==> src/rtl/pipeline_pkg.sv <==
// Shared pipeline constants: branch opcodes, comparator forwarding codes and
// the branch hazard FSM state encoding.
package pipeline_pkg;

  localparam logic [5:0] OP_BEQ = 6'b000100;
  localparam logic [5:0] OP_BNE = 6'b000101;

  localparam logic [1:0] FWD_RF  = 2'b00;
  localparam logic [1:0] FWD_MEM = 2'b01;
  localparam logic [1:0] FWD_WB  = 2'b10;

  typedef enum logic [1:0] {
    ST_IDLE    = 2'd0,
    ST_STALL   = 2'd1,
    ST_RESOLVE = 2'd2
  } bh_state_t;

  function automatic logic is_branch(input logic valid, input logic [5:0] opcode);
    return valid && (opcode == OP_BEQ || opcode == OP_BNE);
  endfunction

endpackage

==> src/rtl/branch_fwd_unit.sv <==
// Hazard detection and comparator-operand forwarding for one ID-stage
// source register.
module branch_fwd_unit
  import pipeline_pkg::*;
(
  input  logic [4:0] opnd,
  input  logic       ex_regwrite,
  input  logic [4:0] ex_rd,
  input  logic       mem_regwrite,
  input  logic       mem_memread,
  input  logic [4:0] mem_rd,
  input  logic       wb_regwrite,
  input  logic [4:0] wb_rd,
  output logic       ex_hit,
  output logic       mem_hit,
  output logic [1:0] fwd
);

  assign ex_hit  = ex_regwrite  && (ex_rd  != 5'd0) && (ex_rd  == opnd);
  assign mem_hit = mem_regwrite && (mem_rd != 5'd0) && (mem_rd == opnd);

  // A load still in EX/MEM has no data yet, so only ALU results forward from there.
  always_comb begin
    fwd = FWD_RF;
    if (mem_hit && !mem_memread)
      fwd = FWD_MEM;
    else if (wb_regwrite && (wb_rd != 5'd0) && (wb_rd == opnd))
      fwd = FWD_WB;
  end

endmodule

==> src/rtl/branch_hazard_ctrl.sv <==
// ID-stage branch resolution control: stalls for unresolved producers,
// selects comparator forwarding, and counts resolved / taken branches.
module branch_hazard_ctrl
  import pipeline_pkg::*;
#(
  parameter int CNT_W = 16
) (
  input  logic             clk,
  input  logic             reset_n,
  input  logic             id_valid,
  input  logic [5:0]       id_opcode,
  input  logic [4:0]       id_rs,
  input  logic [4:0]       id_rt,
  input  logic             ex_regwrite,
  input  logic             ex_memread,
  input  logic [4:0]       ex_rd,
  input  logic             mem_regwrite,
  input  logic             mem_memread,
  input  logic [4:0]       mem_rd,
  input  logic             wb_regwrite,
  input  logic [4:0]       wb_rd,
  input  logic             salto,
  input  logic             flush_in,
  output logic             stall,
  output logic [1:0]       fwd_a,
  output logic [1:0]       fwd_b,
  output logic             take_branch,
  output logic [CNT_W-1:0] branch_cnt,
  output logic [CNT_W-1:0] taken_cnt
);

  bh_state_t  state;
  logic [1:0] cnt;
  logic [1:0] need;
  logic       br, active, resolve;
  logic       ex_hit_rs, ex_hit_rt, mem_hit_rs, mem_hit_rt;
  logic [1:0] fwd_rs, fwd_rt;

  branch_fwd_unit u_fwd_rs (
    .opnd(id_rs), .ex_regwrite(ex_regwrite), .ex_rd(ex_rd),
    .mem_regwrite(mem_regwrite), .mem_memread(mem_memread), .mem_rd(mem_rd),
    .wb_regwrite(wb_regwrite), .wb_rd(wb_rd),
    .ex_hit(ex_hit_rs), .mem_hit(mem_hit_rs), .fwd(fwd_rs)
  );

  branch_fwd_unit u_fwd_rt (
    .opnd(id_rt), .ex_regwrite(ex_regwrite), .ex_rd(ex_rd),
    .mem_regwrite(mem_regwrite), .mem_memread(mem_memread), .mem_rd(mem_rd),
    .wb_regwrite(wb_regwrite), .wb_rd(wb_rd),
    .ex_hit(ex_hit_rt), .mem_hit(mem_hit_rt), .fwd(fwd_rt)
  );

  // Cycles the comparator must wait before its operands are forwardable.
  always_comb begin
    need = 2'd0;
    if (ex_hit_rs || ex_hit_rt)
      need = ex_memread ? 2'd2 : 2'd1;
    else if ((mem_hit_rs || mem_hit_rt) && mem_memread)
      need = 2'd1;
  end

  assign br      = is_branch(id_valid, id_opcode);
  assign active  = reset_n && !flush_in;
  assign stall   = active && ((state == ST_IDLE && br && need != 2'd0) || state == ST_STALL);
  assign resolve = active && ((state == ST_IDLE && br && need == 2'd0) || state == ST_RESOLVE);

  assign take_branch = resolve && salto;
  assign fwd_a       = resolve ? fwd_rs : FWD_RF;
  assign fwd_b       = resolve ? fwd_rt : FWD_RF;

  always_ff @(posedge clk) begin
    if (!reset_n) begin
      state      <= ST_IDLE;
      cnt        <= 2'd0;
      branch_cnt <= '0;
      taken_cnt  <= '0;
    end else if (flush_in) begin
      state <= ST_IDLE;
      cnt   <= 2'd0;
    end else begin
      if (resolve) begin
        branch_cnt <= branch_cnt + CNT_W'(1);
        if (salto)
          taken_cnt <= taken_cnt + CNT_W'(1);
      end
      unique case (state)
        ST_IDLE: begin
          if (br && need != 2'd0) begin
            cnt   <= need - 2'd1;
            state <= (need == 2'd1) ? ST_RESOLVE : ST_STALL;
          end
        end
        ST_STALL: begin
          if (cnt <= 2'd1) begin
            cnt   <= 2'd0;
            state <= ST_RESOLVE;
          end else begin
            cnt <= cnt - 2'd1;
          end
        end
        ST_RESOLVE: state <= ST_IDLE;
        default:    state <= ST_IDLE;
      endcase
    end
  end

endmodule

==> config.mk <==
export PLATFORM = sky130hd
export DESIGN_NAME = branch_hazard_ctrl
export DESIGN_NICKNAME = d
export VERILOG_FILES = /design/src/rtl/pipeline_pkg.sv /design/src/rtl/branch_fwd_unit.sv /design/src/rtl/branch_hazard_ctrl.sv
export SDC_FILE = /design/constraint.sdc
export NUM_CORES = 1
export LEC_CHECK = 0
export ABC_CLOCK_PERIOD_IN_PS = 3700
export CORE_ASPECT_RATIO = 1.25
export CORE_MARGIN = 4
export CORE_UTILIZATION = 45
export DETAILED_ROUTE_END_ITERATION = 12
export GPL_ROUTABILITY_DRIVEN = 0
export PLACE_DENSITY_LB_ADDON = 0.3
export REMOVE_ABC_BUFFERS = 1
export SLEW_MARGIN = 20
export SYNTH_ARGS = -nofsm -noshare
export SYNTH_HDL_FRONTEND = slang
export SYNTH_HIERARCHICAL = 1
export SYNTH_SLANG_ARGS = --single-unit
==> constraint.sdc <==
create_clock -name clk -period 3.7 [get_ports clk]
set_input_delay 0.37 -clock clk [delete_from_list [all_inputs] [get_ports clk]]
set_output_delay 0.37 -clock clk [all_outputs]
set_load 0.02 [all_outputs]
# Word level (Yosys, flattened, before mapping)
# Cells that the tools add are included.
# op_classes
n_eq_ne,13
n_addsub,4
reduce_logical,40
bitwise,2
muxes,16
n_lt_le_gt_ge,1
# ops
operator,n
"16-bit by 1-bit adder with 16-bit output, second input constant",2
5-bit equality test,6
2-bit 2-to-1 mux,13
1-bit logical AND,21
5-bit nonzero test,3
"6-bit by 3-bit equality test with 1-bit output, second input constant",2
2-bit case mux with 2 select lines,2
2-bit AND reduction,3
1-bit logical OR,5
"2-bit by 1-bit equality test with 1-bit output, second input constant",2
2-bit logical NOT,2
"2-bit by 1-bit inequality test with 1-bit output, second input constant",2
2-bit nonzero test,2
"2-bit by 1-bit subtractor with 2-bit output, second input constant",2
3-bit AND reduction,1
"2-bit equality test, second input constant",1
"2-bit by 1-bit less-or-equal comparator with 1-bit output, second input constant",1
1-bit logical NOT,2
1-bit inverter,2
2-bit OR reduction,1
1-bit 2-to-1 mux,1
# totals
reg_bits,36
wordCells,80
output_inout_bits,38

# Logic depth before layout (Yosys ltp)
# Gate-level depths: netlist of the first run.
# depth
depth_word,12
depth_mapped,13
ltp_nobuf,12

# By module
# The synthesis of the first run kept the hierarchy.
# modules_own_cells
mod,n_inst,cells_per_inst,area_per_inst_um2,seq_area_each_um2
branch_hazard_ctrl,1,224,1865.5,720.7
branch_fwd_unit,2,32,230.2,0.0

# Worst setup path before layout of the first run
# OpenSTA, ideal clock, no wires.
# synth_timing
path_kind,input to output
start,input port ex_rd[1]
end,output port take_branch
stages,12
path_slack_ns,0.878
arrival_time_ns,2.452
t_required_ns,3.330
path_cell_list,nor4_1 > nor3_1 > a21oi_1 > nor2_1 > o21ai_0 > a21boi_0 > inv_1 > ha_1 > a31oi_1 > clkbuf_1 > clkbuf_1 > nor2_1
# synth_via
elab_chain_len,10
word_cells_on_any_way,13
# synth_lines
element,line,source
"start, declared",branch_hazard_ctrl.sv:16,"input logic [4:0] ex_rd,"
5-bit nonzero test,branch_fwd_unit.sv:19,assign ex_hit = ex_regwrite && (ex_rd != 5'd0) && (ex_rd == opnd);
1-bit logical AND,branch_fwd_unit.sv:19,
1-bit logical AND (*),branch_fwd_unit.sv:19,
via ex_hit_rt,branch_hazard_ctrl.sv:36,"logic ex_hit_rs, ex_hit_rt, mem_hit_rs, mem_hit_rt;"
1-bit logical OR (*),branch_hazard_ctrl.sv:56,if (ex_hit_rs || ex_hit_rt)
2-bit 2-to-1 mux (*),branch_hazard_ctrl.sv:56,
2-bit logical NOT (*),branch_hazard_ctrl.sv:65,assign resolve = active && ((state == ST_IDLE && br && need == 2'd0) || state == ST_RESOLVE);
1-bit logical AND (*),branch_hazard_ctrl.sv:65,
1-bit logical OR (*),branch_hazard_ctrl.sv:65,
1-bit logical AND (*),branch_hazard_ctrl.sv:65,
1-bit logical AND (*),branch_hazard_ctrl.sv:67,assign take_branch = resolve && salto;
"end, declared",branch_hazard_ctrl.sv:27,"output logic take_branch,"
# The timed path passes the listed nets; every way through them passes the cells marked *.

# Worst setup path after layout of the first run
# layout_timing
start,input port id_rs[2]
end,output port fwd_b[1]
# layout_via
word_cells_on_any_way,14
# layout_rtl
element,line,source
"start, declared",branch_hazard_ctrl.sv:12,"input logic [4:0] id_rs,"
5-bit equality test,branch_fwd_unit.sv:19,
1-bit logical AND,branch_fwd_unit.sv:19,
via ex_hit_rs,branch_hazard_ctrl.sv:36,
1-bit logical OR,branch_hazard_ctrl.sv:56,
2-bit 2-to-1 mux,branch_hazard_ctrl.sv:56,
2-bit logical NOT,branch_hazard_ctrl.sv:65,
1-bit logical AND,branch_hazard_ctrl.sv:65,
1-bit logical OR,branch_hazard_ctrl.sv:65,
1-bit logical AND,branch_hazard_ctrl.sv:65,
2-bit 2-to-1 mux,branch_hazard_ctrl.sv:69,assign fwd_b = resolve ? fwd_rt : FWD_RF;
"end, declared",branch_hazard_ctrl.sv:26,"output logic [1:0] fwd_b,"
# The timed path passes the listed nets, and every way through them passes these cells.

==> metrics.yaml, run 1 <==
status:
  status: "completed"
clock_network:
  cts_buffers: 5
  ctsHtreeMaxLevel: 2
  cts_sinks: 36
  cts_tree: "done"
  postCtsHoldBufs: 0
  clkTransAtPathRegs_ns: 0.08
  postCtsSetupRepairBufs: 0
  ctsResizeCount: 0
  clock_path_buffers: 2
  root_buffer: "clkbuf_8"
  clk_latency_ns: 0.28
setup_path:
  path_class: "in2out"
  crit_fanout: 7
  worstPathRequired_ns: 3.33
  reg2reg_depth: 4
  r2r-start: "state[0]"
  startpoint: "id_rs[2]"
  crit_path_start_kind: "input port"
  crit_arrival_ns: 2.89
  worstSetupEndpointType: "output pin"
power_and_ir_drop:
  finalPower_uw: 795.2
  p_leak_uw: 0.001196
  p_per_area_mw_per_mm2: 236.3
  vdd_ir_drop_max_mv: 0.1711
synth:
  synthDistinctLibCells: 42
  avgSynthCellArea_um2: 8.076
  synth-main-ff-cell: "dfxtp_1"
  syn_inst: 288
  synth_area_mm2: 0.002326
  netlist.area_leader.share: 0.3098
  synth_area_leaders: "dfxtp_1 31%, or4_1 7.4%, a21oi_1 7.1%"
  yosysTopAreaCell: "dfxtp_1"
  synth_seq_cells: 36
  yosysSeqAreaShare: 0.3098
  synth_edf_count: 0
  yosysWarnings: 6
  synthArstFlopShare: 0
detailed_routing:
  detail_route.drc_violations: 0
  vias: 2580
  drtIter0Drc: 235
  routedWlPerCell_um: 14.43
  antenna_left: 0
  drt-total-wl_mm: 6.322
  vias_per_cell: 5.890
  dr.pass1.iters: 4
cells_and_area:
  final_area_mm2: 0.003366
  antenna_cells: 0
  nNetsFinal: 419
  final_core_util: 0.6673
  syn2layout_area_growth_pct: 44.70
  drive_gt1_frac: 0.09574
sta:
  worstMarginPinSlew_ns: 0.7924
  report.final.setup_viol: 0
  skew_ns: 0.005477
  slew_headroom: 0.4684
  period_minus_slack_ns: 3.258
  max_freq_mhz: 307.0
  period_share: 0.8804
  slew_viol_final: 0
  rsz0062_at_grt: "no"
  hold_violations: 0
grt:
  grt_pass1_wl_mm: 10.21
  grt_max_degree: 31
  grt_antenna_before_repair: 0
  grtUsageTotal: 0.1941
  grt.overflow.total: 0
  grt_pass1_vias: 2332
place:
  dpl.hpwl_mm: 4.897
  port_buffers: 77
  placed_cell_area_mm2: 0.003258
floorplanning:
  die_area_mm2: 0.006390
  io_pins: 79
  core_mm2: 0.005044
  die_y_um: 88.38
  initial_core_util: 0.4612
  die_w_um: 72.31
  num_rows: 29
worst_hold_path:
  hold_path_startpoint: "taken_cnt[15]"
  hold_depth: 2
  hold_class: "reg2reg"
run:
  cap_violations: 0
-- cell type report --
type                    count  area [um^2]
repair buffers             93        905.9
clock buffers               5        68.82
flip-flops and latches     36        720.7
well taps                  62        77.57
inverters                   7        26.28
fillers                   433         1678
multi-input cells         232         1548
clock inverters             3        18.77
-- logic make-up (layout without fill, tap and decap cells) --
| kind of cell | Yosys count | after routing | synth area share |
|---|---|---|---|
| AND/OR/NAND/NOR | 125 | 125 | 0.3330 |
| AO/OA/AOI/OAI | 76 | 76 | 0.2001 |
| flip-flops | 36 | 36 | 0.3098 |
| XOR/XNOR | 24 | 24 | 0.09037 |
| buffers and inverters | 20 | 108 | 0.03335 |
| multiplexers | 4 | 4 | 0.01721 |
| adder cells (fa/ha/maj) | 3 | 3 | 0.01614 |
-- metrics by stage --
stage	cells	worst slack, ns	TNS [ns]	hold slack (ns)
after floorplan	275	-0.4907	-6.111	0.4498
after global placement	430	0.1113	0	0.4557
after detailed placement	430	0.04083	0	0.4655
after CTS	438	0.03722	0	0.4766
after global routing	438	0.2323	0	0.5027
final	438	0.4424	0	0.4707
-- per-layer routing --
layer,GRT usage,part of all wire
met1,0.2246,0.41
met2,0.3612,0.52
met3,0.04318,0.061
met4,0.04274,0.0084
met5,0,0
-- state kept, by name, indices dropped and copies added (netlist names) --
signal and count:
branch_cnt 16, cnt 2, taken_cnt 16, state 2
-- synthesized netlist by cell type (3+ instances only) --
cell type   n
dfxtp_1    36
a21oi_1    33
or4_1      23
o31ai_1    20
nand2_1    18
nand3_1    16
o21ai_0    13
xnor2_1    12
xor2_1     12
clkbuf_1   11
nor3_1     11
and3_1      9
or3_1       8
nand4_1     7
inv_1       6
nor2_1      6
nor4_1      5
mux2i_1     4
and2_1      3
ha_1        3
nand2b_1    3
-- power by group --
part,switching (uW),internal [uW]
clock,144,131
sequential,0.109,387
combinational,61.3,71.5
total,205,590
-- cell usage in the layout (no fill, tap or decap), types with 2 or more instances in the layout --
cell type / synthesis / layout
a21oi_1: 33 / 33
o21ai_0: 13 / 13
nor3_1: 11 / 10
clkbuf_8: 0 / 5
or3_1: 8 / 8
o31ai_1: 20 / 20
mux2i_1: 4 / 4
dfxtp_1: 36 / 36
and2_1: 3 / 3
nor2b_1: 2 / 2
ha_1: 3 / 3
nor2_1: 6 / 6
nand4_1: 7 / 7
and4_1: 2 / 2
clkinv_2: 0 / 2
nand2_1: 18 / 18
inv_1: 6 / 6
or4_1: 23 / 23
xor2_1: 12 / 12
buf_4: 0 / 16
nor4_1: 5 / 5
clkdlybuf4s50_1: 0 / 71
xnor2_1: 12 / 12
and3_1: 9 / 9
dlymetal6s2s_1: 0 / 6
or2b_1: 2 / 2
nor3_2: 2 / 3
nand2b_1: 3 / 3
nor4_2: 2 / 2
o211ai_2: 2 / 2
nand3_1: 16 / 16
-- worst max-delay path, cell delays in order --
cell and delay, ns:
clkdlybuf4s50_1 0.56, buf_4 0.16, xor2_1 0.16, nor3_2 0.07, nand3_1 0.10, nor2_1 0.06
o21ai_0 0.20, a21boi_0 0.26, inv_1 0.07, ha_1 0.23, a31o_2 0.25, and3_1 0.18
dlymetal6s2s_1 0.20
-- path summary, 6_finish.rpt --
| check | slack (ns) | to |
|---|---|---|
| setup / recovery | 0.44 | fwd_b[1] |
| hold / removal | 0.47 | taken_cnt[15] |
| setup reg to reg | 1.53 | branch_cnt[15] |
| hold reg to reg | 0.47 | taken_cnt[15] |
Power figures use the tool's default switching activity.
==> inputs of run 2 (changes only) <==
CORE_MARGIN = 2   (was 4)
==> metrics.yaml, run 2 (synthesized netlist as in run 1, its figures left out) <==
sta:
  period_share: 0.9436  # +0.06311
  max_freq_mhz: 286.4  # -6.7%
  skew_ns: 0.006830  # +0.001354 ns
  report.final.setup_viol: 0  # unchanged
  hold_violations: 0  # unchanged
  slew_viol_final: 0  # unchanged
  hold_ws_ns: 0.4793  # +0.008650 ns
  rsz0062_at_grt: "no"
  worstMarginPinSlew_ns: 0.7399  # -0.05253 ns
  slew_headroom: 0.5037  # +0.03524
  period_minus_slack_ns: 3.491  # +0.2335 ns
cells_and_area:
  final_cell_mix: "72 x clkdlybuf4s50_1, 36 x dfxtp_1, 33 x a21oi_1, 23 x or4_1, 20 x o31ai_1"
  syn2layout_area_growth_pct: 43.46
  nNetsFinal: 415  # -0.95%
  final_area_mm2: 0.003337  # -0.86%
  final_common_cell: "clkdlybuf4s50_1"
  antenna_cells: 0  # unchanged
  nFillCells: 450  # +3.9%
  drive_gt1_frac: 0.08086  # -0.01488
  top_regs: "branch_cnt x16, taken_cnt x16"
  final_core_util: 0.6616  # -0.005706
clock_network:
  ctsHtreeMaxLevel: 2  # unchanged
  clock_path_buffers: 2  # unchanged
  ctsResizeCount: 0  # unchanged
  cts_sinks: 36  # unchanged
  clk_latency_ns: 0.29  # about the same
  root_buffer: "clkbuf_8"
  postCtsHoldBufs: 0  # unchanged
  postCtsSetupRepairBufs: 0  # unchanged
  cts_buffers: 5  # unchanged
  clkTransAtPathRegs_ns: 0.07  # about the same
  cts_tree: "done"
run:
  cap_violations: 0  # unchanged
grt:
  grt_max_degree: 28  # -9.7%
  use_met3: 0.03753  # -0.005648
  grtUsageTotal: 0.2366  # +0.04251
  grt_use_met1: 0.2685  # +0.04389
  grt.overflow.total: 0  # unchanged
  grt_antenna_before_repair: 0  # unchanged
  busiest_layer: "met2"
  grt_pass1_vias: 2479  # +6.3%
  grt_pass1_wl_mm: 10.76  # +5.4%
  use_met2: 0.4139  # +0.05272
status:
  status: "completed"
detailed_routing:
  routedWlPerCell_um: 15.00  # +3.9%
  detail_route.drc_violations: 0  # unchanged
  drtIter0Drc: 197  # -16%
  vias: 2572  # -0.31%
  vias_per_cell: 5.940  # +0.84%
  drt-total-wl_mm: 6.495  # +2.7%
  dr.pass1.iters: 4  # unchanged
  antenna_left: 0  # unchanged
setup_path:
  r2r_slack_ns: 1.50  # -0.03 ns
  crit_path_start_kind: "input port"
  path_class: "in2out"
  crit_fanout: 6  # -1
  worstSetupEndpointType: "output pin"
  worstPathRequired_ns: 3.33  # about the same
  crit_arrival_ns: 3.12  # +0.23 ns
floorplanning:
  io_pins: 79  # unchanged
  num_rows: 29  # unchanged
  die_w_um: 68.31  # -5.5%
  die_y_um: 84.38  # -4.5%
  core_mm2: 0.005044  # unchanged
  die_area_mm2: 0.005764  # -9.8%
  initial_core_util: 0.4612  # unchanged
place:
  port_buffers: 77  # unchanged
  dpl.hpwl_mm: 5.050  # +3.1%
  placed_cell_area_mm2: 0.003228  # -0.92%
worst_hold_path:
  hold_class: "reg2reg"
power_and_ir_drop:
  vdd_ir_drop_max_mv: 0.1176  # -31%
  p_per_area_mw_per_mm2: 247.2  # +4.6%
  p_leak_uw: 0.001161  # -2.9%
run 2: cell types whose count changed in the layout (fill, tap and decap cells not counted), sizes merged:
cell and change:
dlymetal6s2s -1, clkinv -3, clkdlybuf4s50 +1, clkbuf +2, buf -4
run 2: final cells by class:
type                            count  area, um^2  area share
Inverter                            7       26.28    0.007874
Multi-Input combinational cell    232        1543      0.4623
Clock buffer                        7       96.34     0.02887
Sequential cell                    36       720.7      0.2160
Tap cell                           62       77.57     0.02325
Timing Repair Buffer               89       873.3      0.2617
run 2: report_power, final:
group | internal, uW | total, uW | switching [uW]
clock network | 166 | 306 | 140
registers | 387 | 387 | 0.110
logic | 69.2 | 132 | 62.6
total | 622 | 825 | 203
run 2: path summary, 6_finish.rpt:
kind | start | to | depth (start not counted)
max | mem_rd[1] | take_branch | 11
min | cnt[1] | cnt[1] | 2
max reg2reg | state[0] | branch_cnt[11] | 4
min reg2reg | cnt[1] | cnt[1] | 2
run 2: critical path, cell delays in order:
cell and delay [ns]:
clkdlybuf4s50_1 0.43, or4_1 0.55, o211ai_2 0.20, nor3_1 0.08, o21ai_0 0.20, a21boi_1 0.11
inv_1 0.06, ha_1 0.22, a31oi_4 0.14, nor2_1 0.14, clkdlybuf4s50_1 0.61
run 2: metrics by stage:
stage	setup WS [ns]	instances	power (uW)	setup TNS, ns
6_report	0.2088	433	825.0	0
5_1_grt	0.05826	433	856.1	0
4_1_cts	0.05239	433	830.4	0
3_5_place_dp	0.05626	426	527.2	0
3_3_place_gp	0.1198	426	522.5	0
2_1_floorplan	-0.4907	275	446.3	-6.111
run 2: per-layer routing:
metal / share of wire / vias up
met5: 0 / -
met4: 0.031 / 0
met3: 0.056 / 18
met2: 0.53 / 99
met1: 0.39 / 1187
li1: - / 1268
==> inputs of run 3 (changes only) <==
CORE_UTILIZATION = 46   (was 45)
TNS_END_PERCENT = 20   (was not set)
==> metrics.yaml, run 3 (synthesized netlist as in run 1, its figures left out) <==
power_and_ir_drop:
  power_frac_clock: 0.400  # +0.029
  p_leak_uw: 0.001190  # +2.4%
  p_per_area_mw_per_mm2: 255.6  # +3.4%
  p_sw_frac: 0.2415  # -0.004126
  power_frac_seq: 0.447  # -0.023
  power_frac_comb: 0.153  # -0.007
  vdd_ir_drop_max_mv: 0.1310  # +11%
  internal_power_uw: 657.9  # +5.7%
  netSwitchingPower_uw: 209.4  # +3.4%
floorplanning:
  die_y_um: 83.50  # -1.0%
  die_area_mm2: 0.005645  # -2.1%
  initial_core_util: 0.4846  # +0.02344
  num_rows: 28  # -3.4%
  io_pins: 79  # unchanged
  core_mm2: 0.004800  # -4.8%
  die_w_um: 67.60  # -1.0%
grt:
  grt_pass1_wl_mm: 10.22  # -5.0%
  grtUsageTotal: 0.2270  # -0.009639
  grt_pass1_vias: 2355  # -5.0%
  grt_max_degree: 35  # +25%
  grt.overflow.total: 0  # unchanged
  grt_antenna_before_repair: 0  # unchanged
detailed_routing:
  antenna_left: 0  # unchanged
  drtIter0Drc: 164  # -17%
  detail_route.drc_violations: 0  # unchanged
  drt-total-wl_mm: 6.301  # -3.0%
  routedWlPerCell_um: 14.42  # -3.9%
  vias_per_cell: 5.957  # +0.28%
  dr.pass1.iters: 4  # unchanged
  vias: 2603  # +1.2%
sta:
  period_share: 0.9709  # +0.02737
  period_minus_slack_ns: 3.592  # +0.1013 ns
  slew_viol_final: 0  # unchanged
  hold_ws_ns: 0.4769  # -0.002450 ns
  max_freq_mhz: 278.4  # -2.8%
  hold_violations: 0  # unchanged
  skew_ns: 0.007437  # +0.0006065 ns
  slew_headroom: 0.4813  # -0.02234
  worstMarginPinSlew_ns: 0.7732  # +0.03331 ns
  report.final.setup_viol: 0  # unchanged
cells_and_area:
  antenna_cells: 0  # unchanged
  syn2layout_area_growth_pct: 45.88
  nNetsFinal: 420  # +1.2%
  final_cell_mix: "72 x clkdlybuf4s50_1, 36 x dfxtp_1, 33 x a21oi_1, 23 x or4_1, 20 x o31ai_1"
  final_common_cell: "clkdlybuf4s50_1"
  top_regs: "branch_cnt x16, taken_cnt x16"
  final_area_mm2: 0.003393  # +1.7%
  final_cells: 437  # +0.92%
  drive_gt1_frac: 0.09814  # +0.01728
clock_network:
  cts_tree: "done"
  ctsResizeCount: 0  # unchanged
  cts_buffers: 5  # unchanged
  clk_latency_ns: 0.29  # about the same
  clock_path_buffers: 2  # unchanged
  postCtsSetupRepairBufs: 0  # unchanged
  cts_sinks: 36  # unchanged
  clkTransAtPathRegs_ns: 0.08  # about the same
  root_buffer: "clkbuf_8"
  ctsHtreeMaxLevel: 2  # unchanged
  postCtsHoldBufs: 0  # unchanged
place:
  port_buffers: 77  # unchanged
  placedCellCount: 429  # +0.70%
  dpl.hpwl_mm: 4.709  # -6.8%
  placed_cell_area_mm2: 0.003263  # +1.1%
setup_path:
  crit_arrival_ns: 3.22  # +0.10 ns
  reg2reg_depth: 4  # unchanged
  path_class: "in2out"
  crit_fanout: 4  # -2
  worstPathRequired_ns: 3.33  # about the same
  crit_path_start_kind: "input port"
  worstSetupEndpointType: "output pin"
status:
  status: "completed"
worst_hold_path:
  hold_depth: 2  # unchanged
  hold_class: "reg2reg"
run:
  cap_violations: 0  # unchanged
run 3: cell types whose count changed in the layout (fill, tap and decap cells not counted):
cell        delta
nor4_1         -1
buf_4          +5
clkinvlp_4     +1
clkinv_2       +1
bufinv_16      +1
clkbuf_8       -2
nor4_2         +1
run 3: stage by stage:
step / total power, uW / setup TNS (ns) / setup WS, ns / utilization
final: 867.3 / 0 / 0.1076 / 0.7070
after global routing: 899.3 / -0.01946 / -0.01946 / 0.7070
after detailed placement: 527.2 / 0 / 0.05116 / 0.6799
after global placement: 524.3 / 0 / 0.06434 / 0.6799
after CTS: 870.1 / 0 / 0.04284 / 0.7031
after floorplan: 446.3 / -6.111 / -0.4907 / -
run 3: critical path, cell delays in order:
cell and delay (ns):
clkdlybuf4s50_1 0.50, buf_4 0.19, xor2_1 0.15, nor3_1 0.22, nand3_1 0.15, nor2_1 0.15, o21ai_0 0.13, a21boi_1 0.16
inv_1 0.06, ha_1 0.22, a31oi_4 0.12, nor2_1 0.17, clkdlybuf4s50_1 0.63
run 3: area by class of cell:
type / count / area [um^2]
well taps: 60 / 75.07
multi-input cells: 232 / 1549
repair buffers: 94 / 910.9
clock buffers: 5 / 68.82
fillers: 402 / 1406
flip-flops and latches: 36 / 720.7
clock inverters: 3 / 42.54
inverters: 7 / 26.28
run 3: per-layer routing:
layer  global-route usage  share of wire  vias to the layer above
li1                     -              -                     1287
met1               0.2672           0.40                     1225
met2               0.3939           0.53                       84
met3              0.04858          0.057                        7
met4              0.07607          0.012                        0
met5                    0              0                        -
run 3: worst paths after layout:
| check | from | to | slack [ns] |
|---|---|---|---|
| max | id_rt[2] | take_branch | 0.11 |
| min | taken_cnt[15] | taken_cnt[15] | 0.48 |
| max reg2reg | state[0] | branch_cnt[11] | 1.51 |
| min reg2reg | taken_cnt[15] | taken_cnt[15] | 0.48 |
run 3: power groups by stage:
stage / Clock, uW / Combinational (uW) / Sequential [uW]
after floorplan: 0 / 49.9 / 396
after global placement: 0 / 128 / 396
after detailed placement: 0 / 131 / 396
after CTS: 352 / 131 / 387
after global routing: 369 / 143 / 387
final: 347 / 133 / 387
